`src/rtl/line_window_3x3_gen.sv`:
```
// line_window_3x3_gen
//   Assembles a registered 3x3 pixel window from the current-line pixel and
//   the two line-buffer taps. Frame syncs are delayed to match the window.
//   A flag marks windows that lie fully inside the image.
//
// Ports
//   clk, rst_n                   pixel clock, asynchronous active-low reset
//   per_frame_vsync/href/clken   input frame sync, line valid, pixel strobe
//   per_img_y                    current-line pixel
//   tap_row1, tap_row2           previous and line-before-previous pixels,
//                                valid one cycle after the pixel's clken
//   post_frame_vsync/href/clken  input syncs delayed by 2 cycles
//   matrix_p11..p33              window; row 1 is oldest, column 3 is newest
//   post_window_valid            window centred at (row-1, col-1) is interior
module line_window_3x3_gen #(
  parameter int MAX_COLS = 1024,
  parameter int MAX_ROWS = 1024
) (
  input  logic       clk,
  input  logic       rst_n,
  input  logic       per_frame_vsync,
  input  logic       per_frame_href,
  input  logic       per_frame_clken,
  input  logic [7:0] per_img_y,
  input  logic [7:0] tap_row1,
  input  logic [7:0] tap_row2,
  output logic       post_frame_vsync,
  output logic       post_frame_href,
  output logic       post_frame_clken,
  output logic [7:0] matrix_p11,
  output logic [7:0] matrix_p12,
  output logic [7:0] matrix_p13,
  output logic [7:0] matrix_p21,
  output logic [7:0] matrix_p22,
  output logic [7:0] matrix_p23,
  output logic [7:0] matrix_p31,
  output logic [7:0] matrix_p32,
  output logic [7:0] matrix_p33,
  output logic       post_window_valid
);
  localparam int COL_W = $clog2(MAX_COLS) + 1;
  localparam int ROW_W = $clog2(MAX_ROWS) + 1;
  localparam logic [COL_W-1:0] COL_MAX = COL_W'(MAX_COLS);
  localparam logic [ROW_W-1:0] ROW_MAX = ROW_W'(MAX_ROWS);

  logic [7:0]       y_p1_q, y_p1_d;
  logic             vsync_p1_q, vsync_p1_d, href_p1_q, href_p1_d;
  logic             clken_p1_q, clken_p1_d;
  logic             vsync_p2_q, vsync_p2_d, href_p2_q, href_p2_d;
  logic             clken_p2_q, clken_p2_d, vld_p2_q, vld_p2_d;
  logic [7:0]       p11_q, p12_q, p13_q, p21_q, p22_q, p23_q;
  logic [7:0]       p31_q, p32_q, p33_q;
  logic [7:0]       p11_d, p12_d, p13_d, p21_d, p22_d, p23_d;
  logic [7:0]       p31_d, p32_d, p33_d;
  logic [COL_W-1:0] col_cnt_q, col_cnt_d;
  logic [ROW_W-1:0] row_cnt_q, row_cnt_d;

  function automatic logic [COL_W-1:0] col_sat_inc(input logic [COL_W-1:0] v);
    return (v == COL_MAX) ? v : v + 1'b1;
  endfunction

  function automatic logic [ROW_W-1:0] row_sat_inc(input logic [ROW_W-1:0] v);
    return (v == ROW_MAX) ? v : v + 1'b1;
  endfunction

  always_comb begin
    // Stage 1: register inputs
    y_p1_d     = per_img_y;
    vsync_p1_d = per_frame_vsync;
    href_p1_d  = per_frame_href;
    clken_p1_d = per_frame_clken;

    // Stage 2: window shift, sync delay, counters, validity
    vsync_p2_d = vsync_p1_q;
    href_p2_d  = href_p1_q;
    clken_p2_d = clken_p1_q;
    p11_d = p11_q; p12_d = p12_q; p13_d = p13_q;
    p21_d = p21_q; p22_d = p22_q; p23_d = p23_q;
    p31_d = p31_q; p32_d = p32_q; p33_d = p33_q;
    // Taps arrive one cycle after the pixel's clken, i.e. alongside y_p1.
    if (clken_p1_q) begin
      p11_d = p12_q; p12_d = p13_q; p13_d = tap_row2;
      p21_d = p22_q; p22_d = p23_q; p23_d = tap_row1;
      p31_d = p32_q; p32_d = p33_q; p33_d = y_p1_q;
    end

    col_cnt_d = col_cnt_q;
    if (!href_p1_q)
      col_cnt_d = '0;
    else if (clken_p1_q)
      col_cnt_d = col_sat_inc(col_cnt_q);

    // Frame-start clear takes priority over an end-of-line increment.
    row_cnt_d = row_cnt_q;
    if (vsync_p1_q && !vsync_p2_q)
      row_cnt_d = '0;
    else if (href_p2_q && !href_p1_q)
      row_cnt_d = row_sat_inc(row_cnt_q);

    vld_p2_d = clken_p1_q && href_p1_q &&
               (row_cnt_q >= ROW_W'(2)) && (col_cnt_q >= COL_W'(2));
  end

  always_ff @(posedge clk or negedge rst_n) begin
    if (!rst_n) begin
      y_p1_q     <= '0;
      vsync_p1_q <= 1'b0;
      href_p1_q  <= 1'b0;
      clken_p1_q <= 1'b0;
      vsync_p2_q <= 1'b0;
      href_p2_q  <= 1'b0;
      clken_p2_q <= 1'b0;
      vld_p2_q   <= 1'b0;
      p11_q <= '0; p12_q <= '0; p13_q <= '0;
      p21_q <= '0; p22_q <= '0; p23_q <= '0;
      p31_q <= '0; p32_q <= '0; p33_q <= '0;
      col_cnt_q  <= '0;
      row_cnt_q  <= '0;
    end else begin
      y_p1_q     <= y_p1_d;
      vsync_p1_q <= vsync_p1_d;
      href_p1_q  <= href_p1_d;
      clken_p1_q <= clken_p1_d;
      vsync_p2_q <= vsync_p2_d;
      href_p2_q  <= href_p2_d;
      clken_p2_q <= clken_p2_d;
      vld_p2_q   <= vld_p2_d;
      p11_q <= p11_d; p12_q <= p12_d; p13_q <= p13_d;
      p21_q <= p21_d; p22_q <= p22_d; p23_q <= p23_d;
      p31_q <= p31_d; p32_q <= p32_d; p33_q <= p33_d;
      col_cnt_q  <= col_cnt_d;
      row_cnt_q  <= row_cnt_d;
    end
  end

  assign post_frame_vsync  = vsync_p2_q;
  assign post_frame_href   = href_p2_q;
  assign post_frame_clken  = clken_p2_q;
  assign post_window_valid = vld_p2_q;
  assign matrix_p11 = p11_q;
  assign matrix_p12 = p12_q;
  assign matrix_p13 = p13_q;
  assign matrix_p21 = p21_q;
  assign matrix_p22 = p22_q;
  assign matrix_p23 = p23_q;
  assign matrix_p31 = p31_q;
  assign matrix_p32 = p32_q;
  assign matrix_p33 = p33_q;

endmodule

```
`config.mk`:
```
export PLATFORM = sky130hd
export DESIGN_NAME = line_window_3x3_gen
export DESIGN_NICKNAME = d
export VERILOG_FILES = /design/src/rtl/line_window_3x3_gen.sv
export SDC_FILE = /design/constraint.sdc
export NUM_CORES = 1
export LEC_CHECK = 0
export CAP_MARGIN = 20
export CORE_ASPECT_RATIO = 0.7
export CORE_MARGIN = 5
export CORE_UTILIZATION = 53
export DETAILED_ROUTE_END_ITERATION = 12
export HOLD_SLACK_MARGIN = 0.12
export PLACE_DENSITY = 0.92
export SLEW_MARGIN = 20
export SYNTH_ARGS = -nofsm -noshare
export SYNTH_HDL_FRONTEND = slang
export SYNTH_SLANG_ARGS = --single-unit
```
`constraint.sdc`:
```
create_clock -name clk -period 3.7 [get_ports clk]
set_clock_uncertainty 0.1 [all_clocks]
set_input_delay 0.925 -clock clk [delete_from_list [all_inputs] [get_ports clk]]
set_output_delay 0.925 -clock clk [all_outputs]
set_load 0.1 [all_outputs]
```
==> results.yml <==
cells_and_area:
  final_util_pct: 70.58
  drive_above_1_share_pct: 41.75
  nNetsFinal: 442
  areaGrowthSynthToFinish_pct: 29.51
  antennaDiodeCount: 0
  stdcell_count: 513
floorplan:
  num_io_pins: 105
  die-area_sq_um: 10060
  die_h_microns: 85.43
  initial_core_util_pct: 54.50
  die_x_microns: 117.8
  core_sq_um: 7905
  rows: 27
global_route:
  antenna_found_initial: 0
  grt_pass1_vias: 2856
  overflow: 0
  grt_max_degree: 66
  grt_util_all_layers_pct: 17.77
  grt_pass1_wl_microns: 14520
clock_network:
  clkTransAtPathRegs_ns: 0.07
  cts_htree_levels: 3
  cts_resized: 0
  numCtsBuffers: 9
  cts_buffer_depth: 2
  clock_latency_ns: 0.34
  cts_sinks: 109
  postCtsHoldBufs: 0
  clock-root-buffer: "clkbuf_16"
  post-cts-setup-buffers: 0
  cts_tree: "done"
route:
  wirelength_microns: 8499
  vias: 2716
  drc: 0
  drtIter0Drc: 142
  dr.pass1.iters: 4
  antenna_left: 0
  viasPerCell: 5.294
  wl_per_cell_microns: 16.57
synthesis:
  synth-seq-cells: 109
  yosys_most_used_dff: "dfrtp_1"
  ys_types: 35
  async_flop_share_pct: 100.0
  syn_inst: 301
  synth-edff-count: 0
  synth_area_sq_um: 4308
  ys_warn_count: 0
  synthesis.area_per_instance_sq_um: 14.31
  seq_area_frac_synth_pct: 63.32
  synth_fp_nets: 336
timing:
  grt_setup_unrepaired: "no"
  slew_headroom_pct: 39.18
  setup-tns-final_ns: 0
  worstMarginPinSlew_ns: 0.9104
  timing.final.crit_share_pct: 56.09
  fin_crit_ns: 2.075
  holdWs_ns: 0.2640
  drv_slew: 0
  hold_violations: 0
  setup_viol: 0
  max_freq_mhz: 481.9
critical_path:
  required_ns: 3.82
  cp-end-kind: "register"
  critical_path_class: "register to register"
  critPathLaunchType: "register"
  cp_slowest_cell: "dfrtp_1"
  cp_cell_sequence: "and2b_1 > nand4_1 > nor4_1 > mux2_2"
  critPathMaxFanout: 19
  critPathArrivalTime_ns: 2.20
  cpPeakStageDelay_ns: 0.56
pwr:
  power_frac_clock_pct: 26.6
  pwr-share-seq_pct: 37.8
  p_leak_nw: 2.508
  ir_drop_v: 0.0004930
  swShare_pct: 41.33
  p_comb_share_pct: 35.6
  p_sw_w: 0.001562
  power.internal_w: 0.002218
  p_per_area_nw_per_um2: 677.4
placement:
  dp_cells: 497
  gp_congestion: 0.8887
  dpl.hpwl_microns: 6031
  port_buffers: 104
flow_run:
  drv_cap: 0
min_path:
  min_path_type: "register to register"
run_status:
  outcome: "finished clean"
==> per-stage QoR <==
stage               power, W  cell area (sq um)  setup WS [ns]
finish              0.003779               5579          1.625
CTS                 0.003819               5579          1.605
detailed placement  0.002807               5264          1.598
global placement    0.002784               5264          1.648
global route        0.003918               5579          1.490
floorplan           0.002480               4308          1.463
==> per-layer routing <==
metal / up-vias / routed length [microns] / global-route usage, %
met4: 0 / 56 / 4.896
met5: - / 0 / 0
met1: 1362 / 3779 / 23.37
li1: 1270 / - / -
met2: 80 / 4169 / 28.59
met3: 4 / 494 / 5.929
==> cells in the final DEF, fill, tap and decap left out, types with 6 or more instances in the layout <==
master,netlist,routed
nand3_1,8,8
ha_1,6,6
inv_1,7,7
clkbuf_16,0,9
mux2_2,73,73
clkdlybuf4s50_1,0,27
buf_4,0,78
nand2_1,12,12
xnor2_1,9,9
and2_1,8,8
dfrtp_1,109,108
nor2_1,11,11
==> kinds of logic (layout without fill, tap and decap cells) <==
kind of cell | count (synthesis) | after routing | share of synthesized area (%)
XOR/XNOR | 12 | 12 | 2.440
multiplexers | 75 | 75 | 19.55
AO/OA/AOI/OAI | 15 | 15 | 2.730
buffers and inverters | 18 | 129 | 1.714
adder cells (fa/ha/maj) | 6 | 6 | 1.743
flip-flops | 109 | 109 | 63.32
AND/OR/NAND/NOR | 66 | 66 | 8.510
==> final cells by class <==
type / count / area (sq um)
tap: 101 / 126.4
timing repair buffer: 106 / 875.8
inverter: 7 / 26.28
sequential: 109 / 2729
clock inverter: 6 / 86.33
multi-input combinational: 174 / 1506
fill: 535 / 2326
clock buffer: 10 / 229.0
==> worst max-delay path: cells and delay by family, from the launching register on <==
kind          cells  cell delay (ns)
simple gates      3             0.92
mux               1             0.38
flops             1             0.56
==> cells in the mapped netlist (all sizes together) (3+ instances only) <==
cell type / instances / area (sq um)
xnor2: 9 / 78.83
nor4: 5 / 31.28
xor2: 3 / 26.28
inv: 7 / 26.28
nand4: 5 / 31.28
and2: 8 / 50.05
nand2b: 4 / 25.02
buf: 7 / 32.53
nor2: 11 / 41.29
or4: 3 / 30.03
nand2: 12 / 45.04
o21ai: 4 / 20.02
nand3: 8 / 40.04
a21oi: 3 / 15.01
or3: 3 / 20.02
ha: 6 / 75.07
clkbuf: 4 / 15.01
mux2: 73 / 822.0
dfrtp: 109 / 2728
==> state kept, by name (all words and copies together), names as in the netlist <==
register,flops
clken_p1_q,1
post_window_valid,1
y_p1_q,8
href_p1_q,1
matrix_p23,8
vsync_p1_q,1
post_frame_clken,1
matrix_p33,8
matrix_p31,8
matrix_p13,8
post_frame_href,1
col_cnt_q,11
row_cnt_q,11
matrix_p12,8
matrix_p21,8
matrix_p32,8
matrix_p11,8
matrix_p22,8
post_frame_vsync,1
==> power by group through the flow <==
stage | sequential [W] | combinational, W | clock (W)
5_1_grt | 0.00145 | 0.00139 | 0.00108
3_3_place_gp | 0.00144 | 0.00134 | 0
6_report | 0.00143 | 0.00135 | 0.00101
3_5_place_dp | 0.00145 | 0.00136 | 0
4_1_cts | 0.00143 | 0.00136 | 0.00103
2_1_floorplan | 0.00231 | 0.000171 | 0
==> path summary, 6_finish.rpt <==
check,start,endpoint,slack [ns],cells past startpoint
max,href_p1_q,row_cnt_q[10],1.62,4
min,vsync_p1_q,post_frame_vsync,0.26,0
min reg2reg,vsync_p1_q,post_frame_vsync,0.26,0
max reg2reg,href_p1_q,row_cnt_q[10],1.62,4
min in group asynchronous,rst_n,matrix_p11[6],0.51,1
max in group asynchronous,rst_n,clken_p1_q,2.25,2
(Power assumes the default switching activity.)
